<file path="config.mk">
export PLATFORM = sky130hd
export DESIGN_NAME = ysyx_23060208_ifu
export DESIGN_NICKNAME = d
export VERILOG_FILES = /design/src/rtl/ysyx_23060208_ifu_pkg.sv /design/src/rtl/ysyx_23060208_ifu_perf.sv /design/src/rtl/ysyx_23060208_ifu.sv
export SDC_FILE = /design/constraint.sdc
export NUM_CORES = 1
export LEC_CHECK = 0
export CAP_MARGIN = 20
export CORE_ASPECT_RATIO = 0.7
export CORE_MARGIN = 1.5
export CORE_UTILIZATION = 44
export CTS_BUF_LIST = sky130_fd_sc_hd__clkbuf_4
export DETAILED_ROUTE_END_ITERATION = 12
export PLACE_DENSITY = 0.88
export SLEW_MARGIN = 30
export SYNTH_ARGS = -nofsm -noshare
export SYNTH_HDL_FRONTEND = slang
export SYNTH_SLANG_ARGS = --single-unit
</file>
<file path="constraint.sdc">
create_clock -name clock -period 5.5 [get_ports clock]
set_input_delay 0.825 -clock clock [delete_from_list [all_inputs] [get_ports clock]]
set_output_delay 0.825 -clock clock [all_outputs]
set_load 0.05 [all_outputs]
</file>
<file path="src/rtl/ysyx_23060208_ifu_pkg.sv">
// Shared IFU definitions: bus widths, reset PC, AXI read constants and FSM encoding.
package ysyx_23060208_ifu_pkg;

  localparam int          EXU_TO_IFU_BUS   = 33;
  localparam int          IFU_TO_IDU_BUS   = 64;
  localparam logic [31:0] RESET_PC_DEFAULT = 32'h8000_0000;

  localparam logic [7:0]  AXI_LEN_SINGLE = 8'h00;
  localparam logic [2:0]  AXI_SIZE_4B    = 3'b010;
  localparam logic [1:0]  AXI_BURST_FIX  = 2'b00;
  localparam logic [1:0]  AXI_RESP_DEC   = 2'b11;

  typedef enum logic [2:0] {
    S_BOOT     = 3'd0,
    S_AR       = 3'd1,
    S_R        = 3'd2,
    S_SEND     = 3'd3,
    S_WAIT_EXU = 3'd4
  } ifu_state_e;

endpackage

</file>
<file path="src/rtl/ysyx_23060208_ifu_perf.sv">
// IFU performance counters: completed fetches and AR/R stall cycles, wrapping at 2^32.
module ysyx_23060208_ifu_perf (
  input  logic        clock,
  input  logic        reset,
  input  logic        i_fetch,
  input  logic        i_stall,
  output logic [31:0] o_fetch_cnt,
  output logic [31:0] o_stall_cnt
);

  logic [31:0] r_fetch_cnt;
  logic [31:0] r_stall_cnt;

  always_ff @(posedge clock) begin
    if (!reset) begin
      r_fetch_cnt <= '0;
      r_stall_cnt <= '0;
    end else begin
      if (i_fetch) r_fetch_cnt <= r_fetch_cnt + 32'd1;
      if (i_stall) r_stall_cnt <= r_stall_cnt + 32'd1;
    end
  end

  assign o_fetch_cnt = r_fetch_cnt;
  assign o_stall_cnt = r_stall_cnt;

endmodule

</file>
<file path="src/rtl/ysyx_23060208_ifu.sv">
// Multicycle instruction fetch: one AXI4 single-beat read per round, hand-off to IDU, next PC from EXU.
// Optional macro IFU_PERF_CNT_EN adds fetch/stall counter outputs.
module ysyx_23060208_ifu
  import ysyx_23060208_ifu_pkg::*;
#(
  parameter int                    DATA_WIDTH = 32,
  parameter logic [DATA_WIDTH-1:0] RESET_PC   = DATA_WIDTH'(RESET_PC_DEFAULT),
  parameter logic [3:0]            ARID_VAL   = 4'h0
) (
  input  logic                      clock,
  input  logic                      reset,
  output logic                      isram_arvalid,
  input  logic                      isram_arready,
  output logic [DATA_WIDTH-1:0]     isram_araddr,
  output logic [3:0]                isram_arid,
  output logic [7:0]                isram_arlen,
  output logic [2:0]                isram_arsize,
  output logic [1:0]                isram_arburst,
  input  logic                      isram_rvalid,
  output logic                      isram_rready,
  input  logic [2*DATA_WIDTH-1:0]   isram_rdata,
  input  logic [1:0]                isram_rresp,
  input  logic                      isram_rlast,
  input  logic [3:0]                isram_rid,
  output logic [2*DATA_WIDTH-1:0]   ifu_to_idu_bus,
  output logic                      ifu_to_idu_valid,
  input  logic                      idu_allowin,
  input  logic [DATA_WIDTH:0]       exu_to_ifu_bus,
  input  logic                      exu_to_ifu_valid,
  output logic                      ifu_access_fault,
`ifdef IFU_PERF_CNT_EN
  output logic [31:0]               ifu_fetch_cnt,
  output logic [31:0]               ifu_stall_cnt,
`endif
  output ifu_state_e                ifu_dbg_state
);

  // Handshakes: a transfer happens on any clock edge where valid && ready
  // (AR: arvalid/arready, R: rvalid/rready, IDU: valid/allowin); once raised,
  // valid and its payload stay stable until that edge.

  ifu_state_e            r_state;
  logic [DATA_WIDTH-1:0] r_pc;
  logic [DATA_WIDTH-1:0] r_inst;
  logic                  r_arvalid;
  logic                  r_rready;
  logic                  r_valid;
  logic                  r_fault;

  logic                  w_beat_ok;
  logic [DATA_WIDTH-1:0] w_inst;
  logic                  w_taken;
  logic [DATA_WIDTH-1:0] w_nextpc;
  logic                  w_unused;

  assign w_beat_ok = isram_rvalid && (isram_rid == ARID_VAL);
  assign w_inst    = r_pc[2] ? isram_rdata[2*DATA_WIDTH-1:DATA_WIDTH] : isram_rdata[DATA_WIDTH-1:0];
  assign w_taken   = exu_to_ifu_bus[DATA_WIDTH];
  assign w_nextpc  = exu_to_ifu_bus[DATA_WIDTH-1:0];
  // Single-beat reads, so rlast carries no information.
  assign w_unused  = isram_rlast;

  always_ff @(posedge clock) begin
    if (!reset) begin
      r_state   <= S_BOOT;
      r_pc      <= RESET_PC;
      r_inst    <= '0;
      r_arvalid <= 1'b0;
      r_rready  <= 1'b0;
      r_valid   <= 1'b0;
      r_fault   <= 1'b0;
    end else begin
      r_fault <= 1'b0;
      unique case (r_state)
        S_BOOT: begin
          r_arvalid <= 1'b1;
          r_state   <= S_AR;
        end
        S_AR: if (isram_arready) begin
          r_arvalid <= 1'b0;
          r_rready  <= 1'b1;
          r_state   <= S_R;
        end
        // Beats tagged with a foreign id are accepted (rready high) but dropped.
        S_R: if (w_beat_ok) begin
          r_inst   <= w_inst;
          r_fault  <= (isram_rresp == AXI_RESP_DEC);
          r_rready <= 1'b0;
          r_valid  <= 1'b1;
          r_state  <= S_SEND;
        end
        S_SEND: if (idu_allowin) begin
          r_valid <= 1'b0;
          r_state <= S_WAIT_EXU;
        end
        S_WAIT_EXU: if (exu_to_ifu_valid) begin
          r_pc      <= w_taken ? w_nextpc : r_pc + DATA_WIDTH'(4);
          r_arvalid <= 1'b1;
          r_state   <= S_AR;
        end
        default: r_state <= S_BOOT;
      endcase
    end
  end

  assign isram_arvalid    = r_arvalid;
  assign isram_araddr     = r_pc;
  assign isram_arid       = ARID_VAL;
  assign isram_arlen      = AXI_LEN_SINGLE;
  assign isram_arsize     = AXI_SIZE_4B;
  assign isram_arburst    = AXI_BURST_FIX;
  assign isram_rready     = r_rready;
  assign ifu_to_idu_bus   = {r_pc, r_inst};
  assign ifu_to_idu_valid = r_valid;
  assign ifu_access_fault = r_fault;
  assign ifu_dbg_state    = r_state;

`ifdef IFU_PERF_CNT_EN
  logic w_fetch;
  logic w_stall;

  assign w_fetch = (r_state == S_R) && w_beat_ok;
  assign w_stall = ((r_state == S_AR) && !isram_arready) || ((r_state == S_R) && !w_beat_ok);

  ysyx_23060208_ifu_perf u_perf (
    .clock       (clock),
    .reset       (reset),
    .i_fetch     (w_fetch),
    .i_stall     (w_stall),
    .o_fetch_cnt (ifu_fetch_cnt),
    .o_stall_cnt (ifu_stall_cnt)
  );
`endif

endmodule

</file>
---- After elaboration in Yosys (flattened, before gate mapping) ----
Cells that the tools add are included.
storage, ports and cells
  register bits ........................... 71
  input bits .............................. 110
  output and inout bits ................... 120
  logic and storage cells ................. 46
operators by class
  add/subtract/negate cells ............... 1
  equal/unequal tests ..................... 9
  muxes and demuxes ....................... 16
  reductions and logical operators ........ 13
operators by type and width
  operator               count
  $mux 32                2
  $add 32x3->32 const B  1
  $pmux 3 s5             1
  $mux 3                 4
  $reduce_and 3->1       4
  $ne 2x2->1 const B     4
  $eq 3x2->1 const B     2
  $mux 1                 6
  $logic_not 4->1        1
  $pmux 1 s2             2
  $reduce_and 2->1       2
  $reduce_and 4->1       1
  $reduce_bool 2->1      2
  $eq 3x1->1 const B     1
  $eq 3x3->1 const B     1
  $logic_not 3->1        1
  $pmux 1 s3             1
  $reduce_bool 3->1      1
  $eq 2x2->1 const B     1
  $logic_and 1x1->1      1

---- Depth between registers and ports, before layout ----
  word-level depth ........................ 4
  depth in mapped cells ................... 7
  gate-level depth less buffers ........... 5

---- Least setup slack after synthesis ----
No wires, ideal clock.
  kind .................................... input-to-reg
  from .................................... input isram_rid[0]
  to ...................................... register r_inst[10]
  setup time .............................. 86 ps
  arrival ................................. 2377 ps
  data required time ...................... 5414 ps
  slack ................................... 3037 ps
  cell stages on the path ................. 6
  path buffers ............................ 2
  cells stage by stage .................... or4b_2 nor4_2 buf_2 buf_2 nor2_1 a211oi_1
on the way
  longest elaborated chain between the ends .. 3
ends and longest elaborated chain
  item                               line                     source
  start, declared                    ysyx_23060208_ifu.sv:24  input logic [3:0] isram_rid,
  $logic_not 4->1                    ysyx_23060208_ifu.sv:56  assign w_beat_ok = isram_rvalid && (isram_rid == ARID_VAL);
  $logic_and 1x1->1                  ysyx_23060208_ifu.sv:56
  $reduce_and 2->1 (no source line)  --
  end signal, assigned               ysyx_23060208_ifu.sv:86  r_inst <= w_inst;
  end, declared                      ysyx_23060208_ifu.sv:44  logic [DATA_WIDTH-1:0] r_inst;
No other way between the ends.
A chain may end at the register's enable or synchronous reset.

---- Final worst setup path ----
  from .................................... register r_pc[2] (netlist: isram_araddr[2])
  to ...................................... output ifu_to_idu_bus[34]
RTL lines
  item                    line                     source
  start, declared         ysyx_23060208_ifu.sv:43  logic [DATA_WIDTH-1:0] r_pc;
  start signal, assigned  ysyx_23060208_ifu.sv:97  r_pc <= w_taken ? w_nextpc : r_pc + DATA_WIDTH'(4);
  end, declared           ysyx_23060208_ifu.sv:25  output logic [2*DATA_WIDTH-1:0] ifu_to_idu_bus,
No word-level cell between the ends.

==> summary.txt <==
Status
  – Status: finished clean

Detailed routing
  – DRT iter0 DRCs: 480
  – First-pass DRT Iterations: 5
  – DR WL/cell: 17.2 um
  – # DRC: 0
  – Antenna violation net count after detailed routing: 0
  – Via count: between 4000 and 5000
  – Vias per cell: ~5.7
  – Final WL: 14.3 mm

Worst setup path
  – Critical path endpoint category: output port
  – Startpoint types: flop
  – Reg-to-reg endpoint: isram_araddr[22]
  – Critical path peak fanout: 36
  – Bufs and invs on worst path: 2
  – CP arrival: between 2000 and 2500 ps
  – Req. time, crit path: roughly 4700 ps
  – Flop2flop setup slack: 3070 ps
  – Worst Reg2Reg Path Length in Cells: 5
  – Worst path depth: 2
  – WS Path Type: reg -> out
  – Cells along the critical path: buf_4 > clkdlybuf4s50_1
  – Worst path slowest cell: clkdlybuf4s50_1
  – Slowest stage delay, CP: around 900 ps
  – Worst r2r src: isram_araddr[3]
  – Top cell family by delay on the critical path: buffers and inverters

Power
  – Power, Total: between 0.001 and 0.0015 W
  – Power per cell area: roughly 160 nW/um2
  – Max IR drop VDD: approximately 0.000095 V
  – Leakage power: ~2 nW

Synth
  – Seq cells post-synth: roughly 70
  – Syn Inst Count: approximately 540
  – Synth area leaders: dfxtp_1, buf_4, mux2i_1
  – Yosys top cell by area: dfxtp_1
  – Synth unique cells: between 60 and 70
  – Register area share after synthesis: ~33%
  – Syn avg cell area: slightly above 8 um2
  – Post-synth ARST share: 0%
  – Synthesized area: 4370 um2
  – Main flop type after synthesis: dfxtp_1
  – Yosys warns: 0
  – Top cell type's share of synthesized area: about 33%
  – Post-synth EDFFs: 0

Placement
  – Port Buffer Count: approximately 210
  – Post-DP HPWL: 10.3 mm
  – DP Cell Count: about 810
  – Placed instance area: between 6000 and 7000 um2
  – Final GP Congestion: 0.843

STA
  – Finish-stage setup viols: 0
  – Worst-Margin Slew: roughly 750 ps
  – RSZ-0062 raised after global routing: false
  – Setup TNS: 0 ps
  – Fmax: 322 MHz
  – Minimum clock period: 3110 ps
  – Worst relative slew slack: around half
  – Final Hold Vio Count: 0
  – Final Slew Violations: 0
  – Clock skew: 12.6 ps
  – Fin crit share: 56.5%

Finish
  – Inserted Diodes: 0
  – Final design instance area without fill: ~6300 um2
  – Most common cell after layout, fill and taps aside: clkdlybuf4s50_1
  – Layout Cells excl Fill: 827
  – Commonest non-fill, non-tap cells in the layout: clkdlybuf4s50_1, dfxtp_1, nor2_1
  – Area growth from synthesis to layout: 43.8%
  – Share of cells above drive strength 1: 5.44%
  – Layout Nets: about 810

CTS
  – Setup bufs post-CTS: 0
  – CTS tree: built
  – Hold-fix buffers, CTS: 0
  – Clock Sink Count: about 70
  – Clock-pin slew on the worst setup and hold paths: 110 ps
  – Clock Latency Late Sink: 440 ps
  – Number of buffers created by CTS: 9
  – CTS H-tree depth: 3
  – Cts repair resizes: 0
  – Max Buffers Root-to-Sink: 2
  – Clock root cell: clkbuf_4

Floorplanning
  – Num rows: 30
  – Io pins: 230
  – Die area: between 10000 and 15000 um2
  – Die width: 122 um
  – Initial core utilization: 45.1%
  – Placeable Area: between 9000 and 10000 um2
  – Vert. Die Dim: around 86 um

Global route
  – First-pass GRT wire length: 21.7 mm
  – Gr busiest metal: met2
  – Number of global-route vias before repair: approximately 4300
  – Initial antenna violation count: 0
  – Congestion Overflow GR: 0
  – Largest net degree at the start of global routing: 70
  – GR Util met2: 42.1%
  – Met3 usage: roughly 5.5%
  – Met1 usage: a little over a third
  – Total track usage: 25.9%

Job
  – MaxCap Viol Count: 0

Min path
  – Worst hold path type: reg -> reg
  – Hold path depth: 2
  – Hold path start: isram_araddr[1]
  – Hold Path End: isram_araddr[1]
-- how the worst max path moves through the flow --
stage / start / end / slack, ps
6_report: isram_araddr[2] / ifu_to_idu_bus[34] / 2390
5_1_grt: isram_araddr[2] / ifu_to_idu_bus[34] / 2290
4_1_cts: isram_araddr[2] / ifu_to_idu_bus[34] / 2380
3_5_place_dp: isram_rid[0] / r_inst[13] / 2360
3_3_place_gp: isram_rid[0] / r_inst[22] / 2500
2_1_floorplan: isram_rid[0] / r_inst[10] / 3040
-- per-layer routing --
| layer | part of all wire [%] | vias up |
|---|---|---|
| met5 | 0 | - |
| met4 | 2.1 | 0 |
| met3 | 8.1 | 31 |
| met2 | 47 | 230 |
| met1 | 43 | 2238 |
| li1 | - | 2254 |
-- tightest hold or removal path, cell delays in order, from the launching register on --
cell,delay (ps)
dfxtp_1,340
nand2_1,60
a21oi_1,50
-- cell usage after synthesis, types with 12 or more instances --
cell type	number
nand4_1	14
nand3_1	15
clkbuf_1	26
mux2i_1	36
buf_4	50
o21ai_0	12
a21oi_1	25
dfxtp_1	71
a211oi_1	37
nor2_1	56
a31oi_1	16
nand2_1	46
nor3_1	19
-- power breakdown --
| part | internal (W) | total [W] | switching (W) |
|---|---|---|---|
| logic | 0.0000967 | 0.000199 | 0.000102 |
| registers | 0.000519 | 0.000529 | 0.00000979 |
| clock network | 0.0000987 | 0.000286 | 0.000188 |
| total | 0.000715 | 0.00101 | 0.000299 |
-- flip-flops by register name (all words and copies together) (netlist names) --
name / count
isram_arvalid: 1
isram_araddr: 32
ifu_dbg_state: 3
isram_rready: 1
ifu_to_idu_valid: 1
r_inst: 32
ifu_access_fault: 1
-- per-stage QoR --
stage / util, % / setup WS (ps) / hold WS [ps]
after floorplan: - / 3040 / 677
after global placement: 63.6 / 2500 / 460
after detailed placement: 63.6 / 2360 / 472
after CTS: 64.8 / 2380 / 492
after global routing: 64.8 / 2290 / 520
final: 64.8 / 2390 / 490
-- cell families (layout without fill, tap and decap cells) --
logic type / after synthesis / after routing / share of synthesized area [%]
AOI/OAI and AO/OA: 134 / 134 / 21.1
adders and majority gates: 1 / 1 / 0.286
buffers and inverters: 100 / 242 / 14.6
DFF: 71 / 71 / 32.5
muxes: 36 / 36 / 8.25
other: 2 / 17 / 0.172
and+or+nand+nor: 198 / 198 / 23.1
-- area by class of cell --
type                            instances  area (um2)
Clock buffer                           11        82.6
Fill cell                             801        3400
Multi-Input combinational cell        386        2400
Tap cell                              128         160
Clock inverter                          5        25.0
Sequential cell                        71        1420
Inverter                                8        30.0
Timing Repair Buffer                  218        2160
Note: power is estimated with default switching activity, not from simulation.
